`src/rtl/subf_coef_loader.sv`:
```
// subf_coef_loader: accepts one (idmean, idvar) coefficient set over a valid/ready stream,
// writes it into function_subf's RAMs, releases function_subf for a fixed latency and
// captures its result with a one-cycle valid pulse. Every output is registered.
module subf_coef_loader #(
  parameter int unsigned NUM_ELEMENTS   = 50,
  parameter int unsigned DATA_WIDTH     = 32,
  parameter int unsigned RESULT_LATENCY = 54
) (
  input  logic                  clk,
  input  logic                  rst_load,
  input  logic                  s_valid,
  output logic                  s_ready,
  input  logic [DATA_WIDTH-1:0] s_mean,
  input  logic [DATA_WIDTH-1:0] s_var,
  input  logic                  s_last,
  output logic [5:0]            ram_idmean_in_addr,
  output logic [5:0]            ram_idvar_in_addr,
  output logic [DATA_WIDTH-1:0] ram_idmean_in,
  output logic [DATA_WIDTH-1:0] ram_idvar_in,
  output logic                  ram_idmeanvar_we,
  output logic                  rst_subf,
  input  logic [DATA_WIDTH-1:0] result_subf,
  output logic [DATA_WIDTH-1:0] result_out,
  output logic                  result_valid,
  output logic                  busy,
  output logic                  err_len
);

  localparam logic [5:0] LastBeat = 6'(NUM_ELEMENTS - 1);
  localparam logic [6:0] LastRun  = 7'(RESULT_LATENCY - 1);

  typedef enum logic [1:0] {StIdle, StLoad, StRun, StCapture} state_e;

  state_e                state_q, state_d;
  logic [5:0]            beat_cnt_q, beat_cnt_d;
  logic [6:0]            run_cnt_q, run_cnt_d;
  logic                  s_ready_q, s_ready_d;
  logic [5:0]            addr_q, addr_d;
  logic [DATA_WIDTH-1:0] mean_q, mean_d;
  logic [DATA_WIDTH-1:0] var_q, var_d;
  logic                  we_q, we_d;
  logic                  rst_subf_q, rst_subf_d;
  logic [DATA_WIDTH-1:0] result_q, result_d;
  logic                  valid_q, valid_d;
  logic                  busy_q, busy_d;
  logic                  err_q, err_d;
  logic                  hs;

  // s_ready is registered, so the handshake uses the flopped value the source sees.
  assign hs = s_valid & s_ready_q;

  // Next-state and registered-output computation for the load/run/capture sequence.
  always_comb begin
    state_d    = state_q;
    beat_cnt_d = beat_cnt_q;
    run_cnt_d  = run_cnt_q;
    s_ready_d  = s_ready_q;
    addr_d     = addr_q;
    mean_d     = mean_q;
    var_d      = var_q;
    we_d       = 1'b0;
    rst_subf_d = rst_subf_q;
    result_d   = result_q;
    valid_d    = 1'b0;
    err_d      = err_q;

    unique case (state_q)
      StIdle, StLoad: begin
        s_ready_d  = 1'b1;
        rst_subf_d = 1'b0;
        if (hs) begin
          // beat_cnt_q is 0 in idle, so the first beat lands at address 0.
          addr_d = beat_cnt_q;
          mean_d = s_mean;
          var_d  = s_var;
          we_d   = 1'b1;
          if (state_q == StIdle) begin
            err_d = 1'b0;
          end
          if (beat_cnt_q == LastBeat) begin
            beat_cnt_d = '0;
            if (s_last) begin
              state_d   = StRun;
              s_ready_d = 1'b0;
            end else begin
              state_d = StIdle;
              err_d   = 1'b1;
            end
          end else if (s_last) begin
            // Short set: give up on it; RAM keeps whatever was written.
            beat_cnt_d = '0;
            state_d    = StIdle;
            err_d      = 1'b1;
            s_ready_d  = 1'b0;
          end else begin
            beat_cnt_d = beat_cnt_q + 6'd1;
            state_d    = StLoad;
          end
        end
      end
      StRun: begin
        s_ready_d  = 1'b0;
        rst_subf_d = 1'b1;
        if (run_cnt_q == LastRun) begin
          run_cnt_d = '0;
          state_d   = StCapture;
        end else begin
          run_cnt_d = run_cnt_q + 7'd1;
        end
      end
      StCapture: begin
        result_d   = result_subf;
        valid_d    = 1'b1;
        rst_subf_d = 1'b0;
        s_ready_d  = 1'b1;
        state_d    = StIdle;
      end
      default: begin
        state_d = StIdle;
      end
    endcase

    busy_d = (state_d != StIdle);
  end

  // State and output registers; reset aborts any set or run immediately.
  always_ff @(posedge clk or negedge rst_load) begin
    if (!rst_load) begin
      state_q    <= StIdle;
      beat_cnt_q <= '0;
      run_cnt_q  <= '0;
      s_ready_q  <= 1'b0;
      addr_q     <= '0;
      mean_q     <= '0;
      var_q      <= '0;
      we_q       <= 1'b0;
      rst_subf_q <= 1'b0;
      result_q   <= '0;
      valid_q    <= 1'b0;
      busy_q     <= 1'b0;
      err_q      <= 1'b0;
    end else begin
      state_q    <= state_d;
      beat_cnt_q <= beat_cnt_d;
      run_cnt_q  <= run_cnt_d;
      s_ready_q  <= s_ready_d;
      addr_q     <= addr_d;
      mean_q     <= mean_d;
      var_q      <= var_d;
      we_q       <= we_d;
      rst_subf_q <= rst_subf_d;
      result_q   <= result_d;
      valid_q    <= valid_d;
      busy_q     <= busy_d;
      err_q      <= err_d;
    end
  end

  assign s_ready            = s_ready_q;
  assign ram_idmean_in_addr = addr_q;
  assign ram_idvar_in_addr  = addr_q;
  assign ram_idmean_in      = mean_q;
  assign ram_idvar_in       = var_q;
  assign ram_idmeanvar_we   = we_q;
  assign rst_subf           = rst_subf_q;
  assign result_out         = result_q;
  assign result_valid       = valid_q;
  assign busy               = busy_q;
  assign err_len            = err_q;

endmodule

```
`config.mk`:
```
export PLATFORM = sky130hd
export DESIGN_NAME = subf_coef_loader
export DESIGN_NICKNAME = d
export VERILOG_FILES = /design/src/rtl/subf_coef_loader.sv
export SDC_FILE = /design/constraint.sdc
export NUM_CORES = 1
export LEC_CHECK = 0
export BUFFER_PORTS_ARGS = -buffer_cell sky130_fd_sc_hd__buf_2
export CAP_MARGIN = 0
export CELL_PAD_IN_SITES_DETAIL_PLACEMENT = 0
export CELL_PAD_IN_SITES_GLOBAL_PLACEMENT = 2
export CORE_MARGIN = 2
export CORE_UTILIZATION = 25
export CTS_CLUSTER_DIAMETER = 40
export DETAILED_ROUTE_END_ITERATION = 6
export MAX_ROUTING_LAYER = met4
export PLACE_DENSITY = 0.81
export RECOVER_POWER = 100
export SYNTH_ARGS = -nofsm -noshare
export SYNTH_HDL_FRONTEND = slang
export SYNTH_SLANG_ARGS = --single-unit
```
`constraint.sdc`:
```
create_clock -name clk -period 1.5 [get_ports clk]
set_input_delay 0.15 -clock clk [delete_from_list [all_inputs] [get_ports clk]]
set_output_delay 0.15 -clock clk [all_outputs]
set_load 0.01 [all_outputs]
```
-- After elaboration in Yosys (flattened, before gate mapping)
Index checks and enable logic that the tools add are counted.
- register bits: 123
- bits of input ports: 100
- output and inout bits: 114
- logic and storage cells: 46
- add/sub/neg operators: 2
- equality and inequality tests: 5
- muxes and demuxes: 20
- bitwise logic cells: 1
- reduce and logical (&&, ||, !) cells: 5
- operators with widths (kind ; count):
    6-bit two-way mux ; 2
    1-bit two-way mux ; 10
    2-bit two-way mux ; 4
    7-bit by 1-bit adder with 7-bit output (second input constant) ; 1
    7-bit by 6-bit equality test with 1-bit output (second input constant) ; 1
    7-bit two-way mux ; 1
    6-bit by 1-bit adder with 6-bit output (second input constant) ; 1
    6-bit equality test (second input constant) ; 1
    2-bit case mux with 3 select lines ; 1
    2-bit equality test (second input constant) ; 2
    1-bit case mux with 3 select lines ; 1
    3-bit OR reduction ; 1
    2-bit by 1-bit equality test with 1-bit output (second input constant) ; 1
    2-bit zero test ; 1
    1-bit case mux with 2 select lines ; 1
    2-bit AND reduction ; 1
    2-bit nonzero test ; 1
    2-bit OR reduction ; 1
    1-bit bitwise AND ; 1

-- Depth between registers and ports, before layout
Gate-level depths: netlist of the first run.
- word-level depth: 5
- gate-level depth with buffers: 6
- gate-level depth less buffers: 6

-- Worst setup path after synthesis of the first run
No wires, ideal clock.
- path type: reg2reg
- from: register run_cnt_q[1]
- to: register run_cnt_q[4]
- library setup time: 121 ps
- data arrival time: 1336 ps
- required time: 1379 ps
- path slack: 43 ps
- stages on the path, launching flop included: 7
- buffers on the path: 0
- period minus slack after synthesis: 1457 ps
- cell sequence: dfrtp_1 inv_1 ha_1 nand4b_1 nor3b_4 o21ai_1 a22o_1
- cells in the longest elaborated chain, start to end: 2
- elaborated cells between the ends (all ways): 3
- those cells by class: add/sub (1); eq/ne (1); mux (1)
- ends and longest elaborated chain (element ; RTL line ; RTL):
    from (decl) ; 36 ; logic [6:0] run_cnt_q, run_cnt_d;
    from (signal assigned) ; 145 ; run_cnt_q <= run_cnt_d;
    7-bit by 1-bit adder with 7-bit output or 7-bit by 6-bit equality test with 1-bit output (tied branches) ; 108, 104 ;
    7-bit two-way mux (*) ; 104 ; if (run_cnt_q == LastRun) begin
Mark *: on every way between the ends. The rest lies on a longest branch, timed or not.
A chain may end at the register's enable or synchronous reset.

-- Final worst setup path of the first run
Same ends and word-level chain as after synthesis.

==> metrics.cfg, run 1 <==
[placement]
port_buffers=213
dp_hpwl_um=9138
dpl-instance-area_um2=6271
place_congestion=0.7693

[setup_path]
endpoint_kind=flop
startpoint_type=flop
required_ns=1.80
critPathKind=reg -> reg
cp.arrival_ns=1.79
cp_max_fo=7

[clocking]
cts_buffer_depth=2
cts_tree=yes
h-tree-depth=4
cts_inserted_buffers=17
cts_root_buf=clkbuf_16
clk_pin_slew_ns=0.06
post_cts_buffers=0
insertion_delay_ns=0.41
cts_sinks=123

[route]
first_pass_iters=4
routed_wirelength_um=13810
drt-initial-drc-count=149
wl_per_cell_um=13.02
num_vias=4345
drc=0
drtAntennaViolNets=0
vias_per_cell=4.095

[die]
die_h_um=143.4
fp.coreArea_um2=18890
initial_utilization_pct=25.70
dieArea_um2=20560
die_x_um=143.4
core.rowCount=50
io_pins=214

[power]
peakVddDrop_mv=0.6894
p_leak_nw=3.799
p_per_area_nw_per_um2=1228

[timing]
min_period_over_period_pct=99.58
setup_viol=0
finClkSkew_ns=0.006574
final_max_slew_viol_count=0
rsz0062_at_grt=yes
layout_min_cycle_time_ns=1.494
fmax_mhz=669.5
tightest_slew_ns=0.8413
final_hold_viol_count=0
slew_headroom_pct=43.91

[logic_synthesis]
ys_types=33
synth_nets=573
synth.cell_area_um2=4856
ys_seq_area_share_pct=63.39
netlist_instances=469
ys_ff_latch=123
avgSynthCellArea_um2=10.35
synth_warnings=0

[final_layout]
fillers=1924
mostFrequentLayoutCells=nand2_1 (218), dfrtp_1 (123), clkbuf_1 (118)
fin_nets=891
final_core_util_pct=40.79
drive_gt1_share_pct=22.50
area_growth_pct=58.72
final_common_cell=nand2_1
fin_area_um2=7707

[grt]
grt_antenna_before_repair=1
grt_pass1_wl_um=21620
grt-ovfl-total=0
grt_max_degree=92
track_usage_pct=13.95
grt_pass1_vias=4441

[min_path]
hold_path_class=in -> reg

[outcome]
outcome=complete, no violations

[run]
drv_cap=0

-- flip-flops by register name (all words and copies together) (netlist names), 2 cells and up --
name and cells:
beat_cnt_q 6, ram_idmean_in 32, ram_idmean_in_addr 6, ram_idvar_in 32, result_out 32, run_cnt_q 7
state_q 2
-- cell type report --
class,instances,area [µm²],area share [%]
clock inverter,11,141.4,1.834
timing repair buffer,327,2046,26.54
inverter,7,26.28,0.3409
clock buffer,21,480.5,6.234
multi-input combinational,311,1608,20.86
antenna,1,2.502,0.03247
sequential,123,3078,39.94
tap,260,325.3,4.221
-- cells in the mapped netlist --
library cell	number	area [µm²]
a21bo_2	1	10.01
a21o_1	4	30.03
a21oi_1	2	10.01
a22o_1	1	8.760
a41o_1	1	10.01
a41oi_1	1	8.760
and3_1	2	12.51
buf_2	20	100.1
buf_4	7	52.55
clkbuf_1	1	3.750
dfrtp_1	123	3078
ha_1	4	50.05
inv_1	6	22.52
inv_2	1	3.750
mux2_2	32	360.4
mux2i_1	1	10.01
nand2_1	218	818.3
nand2b_1	2	12.51
nand3_1	2	10.01
nand3b_1	2	15.01
nand4_1	4	25.02
nand4b_1	1	8.760
nor2_1	6	22.52
nor3_1	4	20.02
nor3b_1	1	7.510
nor3b_4	1	18.77
o21a_1	1	7.510
o21ai_0	13	65.06
o21ai_1	1	5.000
o21bai_1	1	7.510
o221ai_1	1	8.760
o31ai_1	2	15.01
xnor2_1	2	17.52
-- cell families (layout without fill, tap and decap cells) --
group	Yosys count	count (layout)	share of synthesized area (%)
AOI/OAI and AO/OA	29	29	3.839
xor gates and xnor gates	2	2	0.3608
adders and majority gates	4	4	1.031
buffers and inverters	35	366	3.762
DFF	123	123	63.39
muxes	33	33	7.627
other	0	1	0
and+or+nand+nor	243	243	19.99
-- routing by layer --
metal,track usage (%),routed length [µm],vias up
met5,-,0,-
met4,6.553,426,0
met3,3.865,856,35
met2,21.78,6328,158
met1,16.78,6200,2018
li1,-,-,2134
-- report_power, final --
part | total (mW) | switching (mW) | internal, mW
Clock | 4.26 | 1.48 | 2.78
Sequential | 3.86 | 0.218 | 3.65
Combinational | 1.34 | 0.744 | 0.596
-- critical path, stage by stage, from the launching register on --
cell and delay, ns:
dfrtp_1 0.38, inv_1 0.05, ha_1 0.13, nand4b_1 0.15
nor3b_4 0.34, o21ai_1 0.09, a22o_1 0.23
-- worst paths after layout --
check,startpoint,endpoint,slack (ns),depth (start not counted)
worst max-delay path,run_cnt_q[1]$_DFFE_PN0N_,run_cnt_q[4]$_DFFE_PN0N_,0.006,6
worst max register to register,run_cnt_q[1]$_DFFE_PN0N_,run_cnt_q[4]$_DFFE_PN0N_,0.006,6
min in group asynchronous,rst_load,ram_idmean_in[17]$_DFFE_PN0P_,0.50,3
worst min register to register,ram_idvar_in[24]$_DFFE_PN0P_,ram_idvar_in[24]$_DFFE_PN0P_,0.47,2
worst min-delay path,s_last,s_ready$_DFF_PN0_,0.02,2
max in group asynchronous,rst_load,ram_idvar_in[22]$_DFFE_PN0P_,0.42,3
-- per-stage QoR --
step	setup slack (ns)	power, mW	hold slack, ns	setup TNS [ns]	instances
final	0.006263	9.464	0.02309	0	1061
after global routing	-0.1104	9.970	0.02632	-1.141	1061
after CTS	0.001824	9.691	0.002588	0	1060
after detailed placement	-0.02835	5.156	0.2405	-0.03760	931
after global placement	0.007904	5.128	0.2294	0	931
after floorplan	0.04304	4.500	-0.1456	0	469
-- repair_timing --
item | 4_1_cts | 5_1_grt
hold buffers | 97 | 0
setup endpoints to repair | 2 | 7
cloned | 0 | 0
hold endpoints to repair | 219 | 0
resized for setup | 0 | 4
pin swaps | 2 | 3
Power figures use the tool's default switching activity.
==> inputs of run 2 (changes only) <==
MAX_ROUTING_LAYER = default   (was met4)
==> metrics.cfg, run 2 (synthesis results as in run 1) <==
[clocking]
cts_root_buf=clkbuf_16
cts_buffer_depth=2  ; unchanged
cts_sinks=123  ; unchanged
cts_inserted_buffers=17  ; unchanged
h-tree-depth=4  ; unchanged
insertion_delay_ns=0.41  ; about the same
clk_pin_slew_ns=0.06  ; about the same
cts_tree=yes

[timing]
setup_viol=0  ; unchanged
tightest_slew_ns=0.8620  ; +0.02065 ns
rsz0062_at_grt=yes
slew_headroom_pct=42.54  ; -1.4 points
min_period_over_period_pct=99.65  ; about the same
fmax_mhz=669.0  ; about the same
final_hold_viol_count=0  ; unchanged
final_max_slew_viol_count=0  ; unchanged
layout_min_cycle_time_ns=1.495  ; +0.001013 ns
finClkSkew_ns=0.007428  ; +0.0008544 ns

[final_layout]
drive_gt1_share_pct=22.50  ; unchanged
multi_input_area_um2=1608  ; unchanged
regArea_um2=3078  ; unchanged
final_core_util_pct=40.79  ; unchanged
fillers=1924  ; unchanged
fin_area_um2=7707  ; unchanged
mostFrequentLayoutCells=nand2_1 (218), dfrtp_1 (123), clkbuf_1 (118)
fin_nets=891  ; unchanged
post_layout_nonfiller_instances=1061  ; unchanged
final_common_cell=nand2_1
area_growth_pct=58.72  ; unchanged

[setup_path]
regToRegStartpoint=run_cnt_q[1]$_DFFE_PN0N_
cp.arrival_ns=1.80  ; about the same
crit_chain=inv_1 -> ha_1 -> nand4b_1 -> nor3b_4 -> o21ai_1 -> a22o_1
reg2regPathDepth=6  ; unchanged
endpoint_kind=flop
critPathSlowestCell=dfrtp_1
slowest_delay_ns=0.38  ; about the same
regToRegEndpoint=run_cnt_q[4]$_DFFE_PN0N_
critPathKind=reg -> reg
cp_max_fo=7  ; unchanged
required_ns=1.80  ; about the same
startpoint_type=flop
r2r_setup_slack_ns=0.005  ; about the same

[min_path]
min_from=s_last
hold-path-cell-count=2  ; unchanged
hold_path_class=in -> reg
holdPathEnd=s_ready$_DFF_PN0_

[route]
vias_per_cell=4.097  ; about the same
drt-initial-drc-count=140  ; -6.0%
wl_per_cell_um=13.01  ; about the same
routed_wirelength_um=13800  ; about the same
num_vias=4347  ; +0.046%
first_pass_iters=4  ; unchanged
drtAntennaViolNets=0  ; unchanged
drc=0  ; unchanged

[die]
die_x_um=143.4  ; unchanged
core.rowCount=50  ; unchanged
io_pins=214  ; unchanged
dieArea_um2=20560  ; unchanged
initial_utilization_pct=25.70  ; unchanged
fp.coreArea_um2=18890  ; unchanged
die_h_um=143.4  ; unchanged

[grt]
met2_usage_pct=21.68  ; -0.10 points
grt_pass1_vias=4427  ; -0.32%
grt_pass1_wl_um=21640  ; about the same
track_usage_pct=13.58  ; -0.37 points
grt_max_degree=92  ; unchanged
grt_antenna_before_repair=1  ; unchanged
use_met1_pct=16.72  ; -0.064 points
grt-ovfl-total=0  ; unchanged
grt.busiest_layer=met2
use_met3_pct=4.832  ; +0.97 points

[placement]
dpl-instance-area_um2=6271  ; unchanged
port_buffers=213  ; unchanged
place_congestion=0.7593  ; -1.3%
place_inst=931  ; unchanged
dp_hpwl_um=9138  ; unchanged

[power]
p_leak_nw=3.799  ; unchanged
p_per_area_nw_per_um2=1229  ; about the same
peakVddDrop_mv=0.6928  ; +0.49%

[run]
drv_cap=0  ; unchanged

[outcome]
outcome=complete, no violations

run 2: cell counts in the layout (fill, tap and decap cells not counted):
Identical to the previous run, type by type.
run 2: metrics by stage:
| step | worst slack, ns | hold WS (ns) | setup TNS (ns) | total power [mW] |
|---|---|---|---|---|
| after detailed placement | -0.02835 | 0.2405 | -0.03760 | 5.156 |
| after CTS | 0.001824 | 0.002588 | 0 | 9.691 |
| after global routing | -0.1105 | 0.02208 | -1.133 | 9.979 |
| final | 0.005250 | 0.02200 | 0 | 9.474 |
| after global placement | 0.007904 | 0.2294 | 0 | 5.128 |
| after floorplan | 0.04304 | -0.1456 | 0 | 4.500 |
run 2: timing repair:
item,4_1_cts,5_1_grt
endpoints found under the setup margin,2,7
hold endpoints to repair,219,0
hold buffers,97,0
gates resized for setup,0,4
buffers inserted,0,0
pin swaps,2,3
run 2: area by class of cell:
cell class              count  share of cell area (%)
diodes                      1                 0.03247
clock buffers              21                   6.234
clock inverters            11                   1.834
inverters                   7                  0.3409
multi-input cells         311                   20.86
flip-flops and latches    123                   39.94
well taps                 260                   4.221
repair buffers            327                   26.54
run 2: metal layers:
| metal | part of all wire (%) | vias up |
|---|---|---|
| li1 | - | 2132 |
| met1 | 44 | 2019 |
| met2 | 46 | 167 |
| met3 | 7.0 | 29 |
| met4 | 2.7 | 0 |
| met5 | 0 | - |
run 2: critical path, delay by kind of cell (launching register included):
kind	cells	cell delay, ns
simple gates	2	0.49
compound gates	2	0.32
buf+inv	1	0.05
flops	1	0.38
fa+ha+maj	1	0.13
run 2: power by group:
part           internal [mW]  leakage [nW]  total, mW  switching (mW)
clock network           2.78         0.301       4.27            1.49
logic                  0.596          1.98       1.34           0.743
registers               3.65          1.51       3.87           0.219
run 2: worst max path at each step:
stage | cells past startpoint | from | endpoint
finish | 6 | run_cnt_q[1]$_DFFE_PN0N_ | run_cnt_q[4]$_DFFE_PN0N_
CTS | 6 | run_cnt_q[1]$_DFFE_PN0N_ | run_cnt_q[2]$_DFFE_PN0N_
detailed placement | 6 | run_cnt_q[1]$_DFFE_PN0N_ | run_cnt_q[4]$_DFFE_PN0N_
floorplan | 6 | run_cnt_q[1]$_DFFE_PN0N_ | run_cnt_q[4]$_DFFE_PN0N_
global route | 6 | run_cnt_q[1]$_DFFE_PN0N_ | run_cnt_q[4]$_DFFE_PN0N_
global placement | 6 | run_cnt_q[1]$_DFFE_PN0N_ | run_cnt_q[4]$_DFFE_PN0N_
==> inputs of run 3 (changes only) <==
PLACE_DENSITY = default   (was 0.81)
PLACE_DENSITY_LB_ADDON = 0.08   (was default)
==> metrics.cfg, run 3 (synthesis results as in run 1) <==
[final_layout]
drive_gt1_share_pct=24.26  ; +1.8 points
mostFrequentLayoutCells=nand2_1 (218), dfrtp_1 (122), clkbuf_1 (114)
diodes=0  ; -1
fin_nets=903  ; +1.3%
post_layout_nonfiller_instances=1072  ; +1.0%
final_core_util_pct=41.30  ; +0.51 points
area_growth_pct=60.71
final_common_cell=nand2_1

[setup_path]
required_ns=1.79  ; about the same
crit_chain=nand2_1 -> clkbuf_4 -> mux2_2
cp_max_fo=33  ; +26
slowest_delay_ns=0.44  ; +0.06 ns
startpoint_type=flop
critPathKind=reg -> reg
cp_num_buf_inv=1  ; unchanged
critPathTopFamily=flip-flops
reg2regPathDepth=3  ; -3
endpoint_kind=flop
critPathSlowestCell=dfrtp_2
cp.arrival_ns=1.79  ; about the same
crit_cells=3  ; -3

[grt]
track_usage_pct=14.10  ; +0.52 points
grt_pass1_vias=4390  ; -0.84%
grt_pass1_wl_um=22450  ; +3.7%
grt_antenna_before_repair=0  ; -1
grt-ovfl-total=0  ; unchanged
grt_max_degree=36  ; -61%

[power]
p_leak_nw=3.869  ; +1.8%
p_comb_share_pct=14.8  ; +0.7 points
power_mw=9.592  ; +1.2%
p_clk_share_pct=45.2  ; about the same
peakVddDrop_mv=0.7137  ; +3.0%
p_per_area_nw_per_um2=1229  ; about the same
swShare_pct=26.31  ; +0.42 points
intPower_mw=7.068  ; +0.68%
p_sw_mw=2.524  ; +2.9%
seqPwrFrac_pct=40.1  ; -0.7 points

[placement]
place_inst=941  ; +1.1%
port_buffers=213  ; unchanged
place_congestion=0.7628  ; +0.46%
dp_hpwl_um=9952  ; +8.9%

[route]
vias_per_cell=4.093  ; about the same
routed_wirelength_um=14470  ; +4.8%
drc=0  ; unchanged
drt-initial-drc-count=117  ; -16%
first_pass_iters=4  ; unchanged
drtAntennaViolNets=0  ; unchanged
num_vias=4388  ; +0.94%
wl_per_cell_um=13.50  ; +3.7%

[die]
initial_utilization_pct=25.70  ; unchanged
die_h_um=143.4  ; unchanged
core.rowCount=50  ; unchanged
fp.coreArea_um2=18890  ; unchanged
dieArea_um2=20560  ; unchanged
die_x_um=143.4  ; unchanged
io_pins=214  ; unchanged

[timing]
layout_min_cycle_time_ns=1.499  ; +0.004536 ns
min_period_over_period_pct=99.95  ; +0.30 points
tightest_slew_ns=0.9889  ; +0.1269 ns
setup_viol=0  ; unchanged
fmax_mhz=667.0  ; -0.30%
final_max_slew_viol_count=0  ; unchanged
rsz0062_at_grt=yes
finClkSkew_ns=0.009290  ; +0.001862 ns
final_hold_viol_count=0  ; unchanged
slew_headroom_pct=34.07  ; -8.5 points

[clocking]
cts_root_buf=clkbuf_16
h-tree-depth=4  ; unchanged
cts_buffer_depth=2  ; unchanged
cts_sinks=123  ; unchanged
cts_inserted_buffers=17  ; unchanged
clk_pin_slew_ns=0.06  ; about the same
insertion_delay_ns=0.41  ; about the same
cts_tree=yes

[min_path]
hold_path_class=in -> reg
hold-path-cell-count=4  ; +2

[run]
drv_cap=0  ; unchanged

[outcome]
outcome=complete, no violations

run 3: routing by layer:
metal	vias to the layer above	wire length [µm]	GRT usage (%)
li1	2156	-	-
met1	2060	6565	17.98
met2	151	6726	22.51
met3	21	865	4.165
met4	0	311	5.624
met5	-	0	0
run 3: power by group through the flow:
stage                     registers (mW)  clock network [mW]  logic (mW)
final                               3.85                4.33        1.41
after global placement              3.89                   0        1.33
after detailed placement            3.89                   0        1.34
after floorplan                     4.02                   0       0.483
after CTS                           3.84                4.48        1.54
after global routing                3.89                4.65        1.60
run 3: what timing repair did:
action	CTS	global route
setup buffers	1	0
resized for setup	0	6
endpoints found under the setup margin	1	24
pin swaps	1	1
endpoints found under the hold margin	126	0
hold buffers	98	0
run 3: worst paths after layout:
check / from / endpoint / slack, ns
worst max-delay path: state_q[1]$_DFF_PN0_ / result_out[4]$_DFFE_PN0P_ / 0.0007
worst min-delay path: s_valid / state_q[0]$_DFF_PN0_ / 0.15
worst max register to register: state_q[1]$_DFF_PN0_ / result_out[4]$_DFFE_PN0P_ / 0.0007
worst min register to register: ram_idmean_in[25]$_DFFE_PN0P_ / ram_idmean_in[25]$_DFFE_PN0P_ / 0.47
max in group asynchronous: rst_load / ram_idmean_in_addr[3]$_DFFE_PN0P_ / 0.24
min in group asynchronous: rst_load / ram_idvar_in[1]$_DFFE_PN0P_ / 0.44
run 3: through the flow:
step / hold slack [ns] / setup TNS [ns] / worst slack [ns] / area (µm²)
3_3_place_gp: 0.1800 / -0.01391 / -0.01391 / 6371
2_1_floorplan: -0.1456 / 0 / 0.04304 / 4856
6_report: 0.1459 / 0 / 0.0007139 / 7804
4_1_cts: 0.1236 / 0 / 0.03144 / 7984
3_5_place_dp: 0.1836 / -0.03298 / -0.03298 / 6371
5_1_grt: 0.1553 / -1.799 / -0.06230 / 7804
run 3: area by class of cell:
| class | instances | area [µm²] |
|---|---|---|
| Multi-Input combinational cell | 311 | 1600 |
| Inverter | 7 | 28.78 |
| Fill cell | 1920 | 11090 |
| Timing Repair Buffer | 339 | 2146 |
| Sequential cell | 123 | 3079 |
| Clock inverter | 15 | 198.9 |
| Clock buffer | 17 | 425.4 |
| Tap cell | 260 | 325.3 |
run 3: tightest hold or removal path, stage by stage:
cell and delay (ns):
buf_2 0.11, nand2_1 0.07, o21a_1 0.12, o21ai_0 0.07
